File: src/rtl/mips_divider.sv
// Iterative radix-2 restoring divider for MIPS div/divu; quotient -> LO, remainder -> HI.
// Fixed latency WIDTH+1 edges after the accepting edge; start is ignored while busy.
module mips_divider #(
  parameter int WIDTH = 32
) (
  input  logic             clk,
  input  logic             rst,
  input  logic             start,
  input  logic             is_signed,
  input  logic [WIDTH-1:0] dividend,
  input  logic [WIDTH-1:0] divisor,
  output logic             busy,
  output logic             done,
  output logic [WIDTH-1:0] quotient,
  output logic [WIDTH-1:0] remainder,
  output logic             div_by_zero
);

  localparam int CW = $clog2(WIDTH);
  localparam logic [1:0] S_IDLE = 2'd0;
  localparam logic [1:0] S_DIV  = 2'd1;
  localparam logic [1:0] S_FIX  = 2'd2;

  logic [1:0]       state;
  logic [CW-1:0]    cnt;
  logic [WIDTH-1:0] q;
  logic [WIDTH-1:0] rem;
  logic [WIDTH-1:0] dvsr;
  logic [WIDTH-1:0] dvd_raw;
  logic             neg_q;
  logic             neg_r;
  logic             dz;
  logic [WIDTH:0]   rem_sh;
  logic [WIDTH:0]   trial;

  // The shifted partial remainder needs one extra bit; its MSB after the
  // subtraction is the borrow that decides the quotient bit.
  always_comb begin
    rem_sh = {rem, q[WIDTH-1]};
    trial  = rem_sh - {1'b0, dvsr};
  end

  assign busy = (state != S_IDLE);

  always_ff @(posedge clk) begin
    if (rst) begin
      state       <= S_IDLE;
      cnt         <= '0;
      q           <= '0;
      rem         <= '0;
      dvsr        <= '0;
      dvd_raw     <= '0;
      neg_q       <= 1'b0;
      neg_r       <= 1'b0;
      dz          <= 1'b0;
      done        <= 1'b0;
      quotient    <= '0;
      remainder   <= '0;
      div_by_zero <= 1'b0;
    end else begin
      done <= 1'b0;
      case (state)
        S_IDLE: begin
          if (start) begin
            neg_q   <= is_signed & (dividend[WIDTH-1] ^ divisor[WIDTH-1]);
            neg_r   <= is_signed & dividend[WIDTH-1];
            q       <= (is_signed && dividend[WIDTH-1]) ? -dividend : dividend;
            dvsr    <= (is_signed && divisor[WIDTH-1]) ? -divisor : divisor;
            dvd_raw <= dividend;
            dz      <= (divisor == '0);
            rem     <= '0;
            cnt     <= CW'(WIDTH - 1);
            state   <= S_DIV;
          end
        end
        S_DIV: begin
          if (trial[WIDTH]) begin
            rem <= rem_sh[WIDTH-1:0];
            q   <= {q[WIDTH-2:0], 1'b0};
          end else begin
            rem <= trial[WIDTH-1:0];
            q   <= {q[WIDTH-2:0], 1'b1};
          end
          if (cnt == '0) state <= S_FIX;
          else           cnt   <= cnt - CW'(1);
        end
        S_FIX: begin
          // min/-1 needs no special case: |min| as unsigned divides to min.
          if (dz) begin
            quotient    <= '1;
            remainder   <= dvd_raw;
            div_by_zero <= 1'b1;
          end else begin
            quotient    <= neg_q ? -q : q;
            remainder   <= neg_r ? -rem : rem;
            div_by_zero <= 1'b0;
          end
          done  <= 1'b1;
          state <= S_IDLE;
        end
        default: state <= S_IDLE;
      endcase
    end
  end

endmodule
File: config.mk
export PLATFORM = sky130hd
export DESIGN_NAME = mips_divider
export DESIGN_NICKNAME = d
export VERILOG_FILES = /design/src/rtl/mips_divider.sv
export SDC_FILE = /design/constraint.sdc
export NUM_CORES = 1
export LEC_CHECK = 0
export BUFFER_PORTS_ARGS = -buffer_cell sky130_fd_sc_hd__buf_4
export CAP_MARGIN = 15
export CELL_PAD_IN_SITES_DETAIL_PLACEMENT = 0
export CELL_PAD_IN_SITES_GLOBAL_PLACEMENT = 1
export CORE_UTILIZATION = 26
export CTS_CLUSTER_DIAMETER = 30
export CTS_CLUSTER_SIZE = 25
export DETAILED_ROUTE_END_ITERATION = 6
export PLACE_DENSITY_LB_ADDON = 0.25
export SLEW_MARGIN = 0
export SYNTH_ARGS = -nofsm -noshare
export SYNTH_HDL_FRONTEND = slang
export SYNTH_SLANG_ARGS = --single-unit
File: constraint.sdc
create_clock -name clk -period 6 [get_ports clk]
set_clock_uncertainty 0.15 [all_clocks]
set_input_delay 0.3 -clock clk [delete_from_list [all_inputs] [get_ports clk]]
set_output_delay 0.3 -clock clk [all_outputs]
set_load 0.05 [all_outputs]
# [After elaboration in Yosys (flattened, before gate mapping)]
# Index checks and enable logic that the tools add are counted.
[word_totals] ff_bits=204 latchBits=0 ram_bits=0 rom_bits=0 inputBits=68 output_inout_bits=67 mem_count=0
[classes] add_sub_neg=6 n_mul=0 div_mod_pow=0 magnitude_cmp=0 eq_ne=5 shifts=0 mux=20 bitwise=3 reduce_logical=11
[op_table] cell="$mux W32" n=9
[op_table] cell="$neg A32 Y32" n=4
[op_table] cell="$pmux W32 S2" n=2
[op_table] cell="$sub A33 B32 Y33" n=1
[op_table] cell="$logic_not A32 Y1" n=1
[op_table] cell="$mux W5" n=2
[op_table] cell="$pmux W5 S2" n=1
[op_table] cell="$ne A2 B2 Y1 const B" n=3
[op_table] cell="$reduce_and A2 Y1" n=3
[op_table] cell="$logic_not A5 Y1" n=1
[op_table] cell="$sub A5 B1 Y5 const B" n=1
[op_table] cell="$mux W2" n=2
[op_table] cell="$pmux W2 S2" n=1
[op_table] cell="$reduce_bool A2 Y1" n=2
[op_table] cell="$mux W1" n=3
[op_table] cell="$reduce_and A3 Y1" n=1
[op_table] cell="$and A1 B1 Y1" n=2
[op_table] cell="$eq A2 B1 Y1 const B" n=1
[op_table] cell="$eq A2 B2 Y1 const B" n=1
[op_table] cell="$logic_and A1 B1 Y1" n=2
[op_table] cell="$logic_not A2 Y1" n=1
[op_table] cell="$xor A1 B1 Y1" n=1

# [Logic depth before layout (Yosys ltp)]
# Gate-level depths: netlist (run 1).
[depth] word_depth=4 ltp_mapped=14

# [Worst setup path after synthesis (run 1)]
# Ideal clock, no wire load.
[synth_path] path_type="register -> register" startpoint="register rem[18]" endpoint="register rem[20]" t_arrival_ps=3050 required_ps=5721 setup_slack_ps=2672 stages_incl_launch_ff=13 path_buffers=1 period_less_slack_ps=3328 cell_sequence="dfxtp_1 -> ha_1 -> a21oi_1 -> o21ai_0 -> a21oi_1 -> o21bai_1 -> a2111oi_0 -> a21oi_1 -> a221oi_1 -> xnor2_1 -> buf_1 -> mux2i_1 -> o21ai_0"
[synth_between] elab_chain_cells=3
[synth_rtl] item="start, declared" line="27" source="logic [WIDTH-1:0] rem;"
[synth_rtl] item="start signal, assigned" line="78" source="rem <= rem_sh[WIDTH-1:0];"
[synth_rtl] item="start signal, assigned" line="81" source="rem <= trial[WIDTH-1:0];"
[synth_rtl] item="$sub A33 B32 Y33" line="40" source="trial = rem_sh - {1'b0, dvsr};"
[synth_rtl] item="$mux W32" line="77" source="if (trial[WIDTH]) begin"
[synth_rtl] item="$pmux W32 S2" line="62" source="case (state)"
# No other way between the ends.
# A chain may end at the register's enable or synchronous reset.

# [Final worst setup path (run 1)]
[layout_path] startpoint="register q[31]" endpoint="register rem[21]"
[layout_between] elab_chain_cells=3
[layout_rtl] item="start, declared" line="26" source="logic [WIDTH-1:0] q;"
[layout_rtl] item="start signal, assigned" line="67" source="q <= (is_signed && dividend[WIDTH-1]) ? -dividend : dividend;"
[layout_rtl] item="start signal, assigned" line="79" source="q <= {q[WIDTH-2:0], 1'b0};"
[layout_rtl] item="start signal, assigned" line="82" source="q <= {q[WIDTH-2:0], 1'b1};"
[layout_rtl] item="$sub A33 B32 Y33" line="40"
[layout_rtl] item="$mux W32" line="77"
[layout_rtl] item="$pmux W32 S2" line="62"
# No other way between the ends.

==> results.md, run 1 <==
- Total wire length: approximately 37 mm
- Multi-input gate area: 0.00720 mm^2
- Synth cell types: 65
- Synth area leader: dfxtp_1
- Clock network fraction of design power: 0.579
- Num rows: 78
- Final worst setup slack: between 1500 and 2000 ps
- Setup_tns: 0 ps
- Worst-path clk slew: roughly 50 ps
- Resize count post-CTS: 0
- Initial antenna violation count: 0
- CTS root buffer: clkbuf_16
- Register area: roughly 0.0041 mm^2
- IO buf count: approximately 130
- Most instantiated cells after synthesis: nand2_1 (278), dfxtp_1 (204), a21oi_1 (150), o21ai_0 (116), nor2_1 (106)
- RSZ-0062 raised after global routing: false
- Syn_area_per_cell: 7.67 um^2
- Worst r2r path cells: 14
- Io pins: roughly 140
- DRC viols: 0
- Initial DRT Pass Iterations: 5
- Post-Synthesis Cell Area: between 0.01 and 0.015 mm^2
- Relative slew slack: 0.298
- Flop-to-flop setup slack: between 1500 and 2000 ps
- Yosys reg bits: between 200 and 250
- GP Congestion: about 0.8
- Final hold slack: roughly 170 ps
- CP startpoint kind: register
- Dpl hpwl: approximately 26 mm
- Pin count of the biggest net entering global routing: 89
- Nets: 1838
- Chip width: 216 um
- H-tree levels: 2
- Combinational share of power: 0.147
- CTS hold repair buffers: approximately 70
- Switching Share: 0.267
- Crit path kind: register to register
- Placed cells: between 2000 and 2500
- Area grow syn2layout: 35.3%
- Cell Count, Final, Fillers Out: 2379
- Post-synth EDFFs: 0
- Lkg Pwr: about 6.2 nW
- Final count of pins violating max slew: 0
- Tmin final: around 4000 ps
- Core Footprint: 0.0453 mm^2
- Routed len/inst: about 16 um
- Clock sinks: 204
- Die height: ~220 um
- Register area share after synthesis: 0.343
- Syn Inst Count: about 1600
- Critical path capture point type: register
- Antenna cells: 0
- Cell Int Power: 4.05 mW
- CTS tree: built
- Vias in the first global route: about 11000
- First-pass GRT wire length: roughly 60 mm
- Fill cell count: between 4000 and 5000
- Top-area cell type share of the netlist area: 0.343
- Worst-Skew Late Latency: around 600 ps
- WP data required: about 6300 ps
- Via density: roughly 4.8
- Final ANT Viol Nets: 0
- Arrival time worst endpoint: roughly 4300 ps
- Maximum VDD drop: ~250 uV
- CTS buffer count: 60
- Worst Tran Pin Value: ~1100 ps
- Hold path cells: 4
- Max cap viols: 0
- Die footprint: 0.0466 mm^2
- R2R Path End: rem[21]$_SDFFE_PP0P_
- Setup slack at placement: 2030 ps
- Hold Crit Start: start
- Status: finished, final reports clean
- Pwr/cell area: between 300 and 400 mW/mm^2
- Via Count: approximately 11000
- Initial DRC count: between 400 and 500
- Crit-path max FO: 30
- Hold Crit Class: input port to register
- Post-CTS Setup Inserts: 0
- Syn_nets: around 1700
- Worst reg2reg startpoint: q[31]$_SDFFE_PP0P_
- Worst hold endpoint: dvd_raw[30]$_SDFFE_PP0P_
- Fmax: between 200 and 250 MHz
- Initial Utilization: 0.263
- Gr usage total: 0.160
- Switching power: 1.48 mW
- Yosys warning total: 0
- Async SR Flop Fraction: 0
- Flop pwr share: 0.273
- Fin crit share: 0.667
- # setup viols final: 0
- Synth area leaders: dfxtp_1 (34%), nand2_1 (8.8%), a21oi_1 (6.3%)
- GRT overflow: 0
- Layout cells sized above 1: 0.152
- Clk buf depth: 3
- Fin. Hold Viols: 0
- Most common cell in the netlist: nand2_1
- Main synth FF type: dfxtp_1
==> power groups by stage <==
stage	Combinational (mW)	Clock, mW	Sequential (mW)
finish	0.815	3.20	1.51
CTS	0.822	3.26	1.51
global route	0.913	3.36	1.52
detailed placement	0.782	0	1.53
global placement	0.780	0	1.53
floorplan	0.548	0	1.54
==> area by class of cell <==
cell class / instances / share of cell area
flip-flops and latches: 204 / 0.254
clock buffers: 80 / 0.107
multi-input cells: 1195 / 0.447
clock inverters: 30 / 0.0225
inverters: 58 / 0.0135
well taps: 600 / 0.0466
repair buffers: 212 / 0.109
==> registers in the layout, summed over array words and instances, names as in the netlist <==
register     cells
cnt              5
div_by_zero      1
done             1
dvd_raw         32
dvsr            32
dz               1
neg_q            1
neg_r            1
q               32
quotient        32
rem             32
remainder       32
state            2
==> logic make-up after synthesis <==
| kind of cell | synth area share |
|---|---|
| xor gates and xnor gates | 0.102 |
| buffers and inverters | 0.0543 |
| adders and majority gates | 0.0416 |
| AOI/OAI and AO/OA | 0.234 |
| DFF | 0.343 |
| muxes | 0.0261 |
| and+or+nand+nor | 0.198 |
==> worst max path at each step <==
stage	start	to	depth (start not counted)
floorplan	rem[18]$_SDFFE_PP0P_	rem[20]$_SDFFE_PP0P_	12
CTS	q[31]$_SDFFE_PP0P_	rem[21]$_SDFFE_PP0P_	14
detailed placement	q[31]$_SDFFE_PP0P_	rem[21]$_SDFFE_PP0P_	14
finish	q[31]$_SDFFE_PP0P_	rem[21]$_SDFFE_PP0P_	14
global placement	q[31]$_SDFFE_PP0P_	rem[5]$_SDFFE_PP0P_	14
global route	q[31]$_SDFFE_PP0P_	rem[21]$_SDFFE_PP0P_	14
==> metrics by stage <==
step | utilization | cell area (um^2) | total power, mW
after floorplan | - | 11900 | 2.08
after global placement | 0.294 | 13300 | 2.31
after detailed placement | 0.294 | 13300 | 2.32
after CTS | 0.355 | 16100 | 5.60
after global routing | 0.355 | 16100 | 5.79
final | 0.355 | 16100 | 5.53
==> layout by cell type (no fill, tap or decap), types with 34 or more instances in the layout <==
cell type and n:
inv_1 58, nor3_1 34, xnor2_1 69, clkbuf_16 62
o21ai_0 116, ha_1 38, dfxtp_1 203, a21oi_1 150
nand2_1 278, buf_4 144, nor2_1 105, xor2_1 69
dlygate4sd3_1 68
==> layer usage <==
| metal | global-route usage | wire length (um) |
|---|---|---|
| met5 | 0 | 0 |
| met4 | 0.0451 | 749 |
| met3 | 0.0313 | 1510 |
| met2 | 0.256 | 16600 |
| met1 | 0.217 | 18600 |
==> critical path, cell delays in order, from the launching register on <==
cell and delay [ps]:
dfxtp_1 370, inv_1 80, ha_1 230, fa_1 410, nor2b_1 180, o31a_1 160, o21ai_0 160, a211oi_1 530
o211ai_1 180, a21oi_1 230, a221oi_1 170, xnor2_2 150, buf_4 470, mux2i_1 270, o21ai_0 90
Note: power is estimated with default switching activity, not from simulation.
==> run 2, diff against run 1 <==
==> constraint.sdc (replaced) <==
create_clock -name clk -period 3.65 [get_ports clk]
set_clock_uncertainty 0.15 [all_clocks]
set_input_delay 0.1825 -clock clk [delete_from_list [all_inputs] [get_ports clk]]
set_output_delay 0.1825 -clock clk [all_outputs]
set_load 0.05 [all_outputs]
==> results.md, run 2 (same netlist as run 1, synthesis figures left out) <==
- Status: finished, final reports clean
- Clock sinks: about 200
- Gr usage total: 0.160
- Relative slew slack: 0.291
- CP startpoint kind: register
- Initial Utilization: 0.263
- Worst-path clk slew: around 40 ps
- Via Count: 11488
- Die height: approximately 220 um
- GP Congestion: roughly 0.81
- First-pass GRT wire length: just over 60 mm
- Setup_tns: 0 ps
- Max cap viols: 0
- Routed len/inst: 15.6 um
- CTS tree: built
- IO buf count: roughly 130
- GRT overflow: 0
- WP data required: ~3900 ps
- Layout cells sized above 1: 0.169
- Leading cell type in the layout, fill and taps excluded: nand2_1
- Worst Tran Pin Value: 1060 ps
- Pwr/cell area: around 540 mW/mm^2
- Worst-Skew Late Latency: around 580 ps
- Final hold slack: 79.0 ps
- Vias in the first global route: 11271
- Initial DRC count: approximately 560
- Final core occ: 0.367
- Final ANT Viol Nets: 0
- Crit path kind: register to register
- Tmin final: 3450 ps
- Total wire length: ~38 mm
- Nets: 1895
- Antenna cells: 0
- H-tree levels: 2
- Initial DRT Pass Iterations: 5
- Die footprint: ~0.047 mm^2
- # setup viols final: 0
- Most frequent cells in the layout: nand2_1 (278), dfxtp_1 (203), buf_4 (179), a21oi_1 (149), o21ai_0 (115)
- Initial antenna violation count: 0
- Via density: approximately 4.7
- RSZ-0062 raised after global routing: false
- Pin count of the biggest net entering global routing: ~150
- Critical path capture point type: register
- Dpl hpwl: 26.9 mm
- Crit-path max FO: 7
- Fmax: 290 MHz
- Chip width: between 200 and 250 um
- Num rows: 78
- Fin. Hold Viols: 0
- Clk buf depth: 3
- CTS root buffer: clkbuf_16
- Arrival time worst endpoint: 3710 ps
- Io pins: about 140
- Core Footprint: roughly 0.045 mm^2
- Fin crit share: 0.945
- Total power: 9.06 mW
- Final count of pins violating max slew: 0
- Hold Crit Class: input port to register
- Area grow syn2layout: 39.7%
- Lkg Pwr: between 6 and 7 nW
- DRC viols: 0
- CTS buffer count: between 50 and 60
- Maximum VDD drop: roughly 400 uV
[run 2: worst paths after layout]
path,cells past startpoint,to,from,slack [ps]
max,10,remainder[28]$_SDFFE_PP0P_,rem[7]$_SDFFE_PP0P_,200
min reg2reg,2,dvsr[31]$_SDFFE_PP0P_,dvsr[31]$_SDFFE_PP0P_,300
max reg2reg,10,remainder[28]$_SDFFE_PP0P_,rem[7]$_SDFFE_PP0P_,200
min,4,dvd_raw[21]$_SDFFE_PP0P_,start,80
[run 2: stage by stage]
stage | instance area, um^2 | std cells | setup WS, ps
after global placement | 13700 | 2238 | 76.0
after global routing | 16600 | 2435 | 25.2
final | 16600 | 2435 | 202
after detailed placement | 13700 | 2238 | -36.6
after CTS | 16600 | 2432 | 49.4
after floorplan | 11900 | 1551 | 322
[run 2: worst max-delay path: stages (launching register included)]
cell and delay [ps]:
dfxtp_1 420, or3_4 450, or4_4 440, or3_4 360, or2_4 280, or4_4 500
o31ai_1 270, xor2_1 180, o21ai_1 70, nand2_1 90, a21oi_1 70
[run 2: area by class of cell]
class                      count  area, um^2
sequential                   204        4090
clock buffer                  74        1600
timing repair buffer         272        2330
clock inverter                32         402
inverter                      58         218
tap                          600         751
multi-input combinational   1195        7230
fill                        4810       28700
[run 2: repair_timing]
| item | 4_1_cts | 5_1_grt |
|---|---|---|
| setup endpoints to repair | 26 | 29 |
| setup buffers | 0 | 2 |
| hold buffers | 88 | 0 |
| pin swaps | 0 | 1 |
| hold endpoints to repair | 102 | 0 |
| gates resized for setup | 1 | 6 |
| gates cloned | 0 | 1 |
[run 2: metal layers]
metal  vias to the layer above  GRT usage  routed length, um
met3                        75     0.0275               1490
met4                         0     0.0667               1180
li1                       5954          -                  -
met2                       218      0.247              16400
met1                      5241      0.220              18800
met5                         -          0                  0
[run 2: where the power goes]
group          total [mW]  leakage [nW]  switching, mW  internal [mW]
Sequential           2.47          1.66          0.109           2.36
Clock                5.15         0.986           1.47           3.67
Combinational        1.44          3.89          0.813          0.624
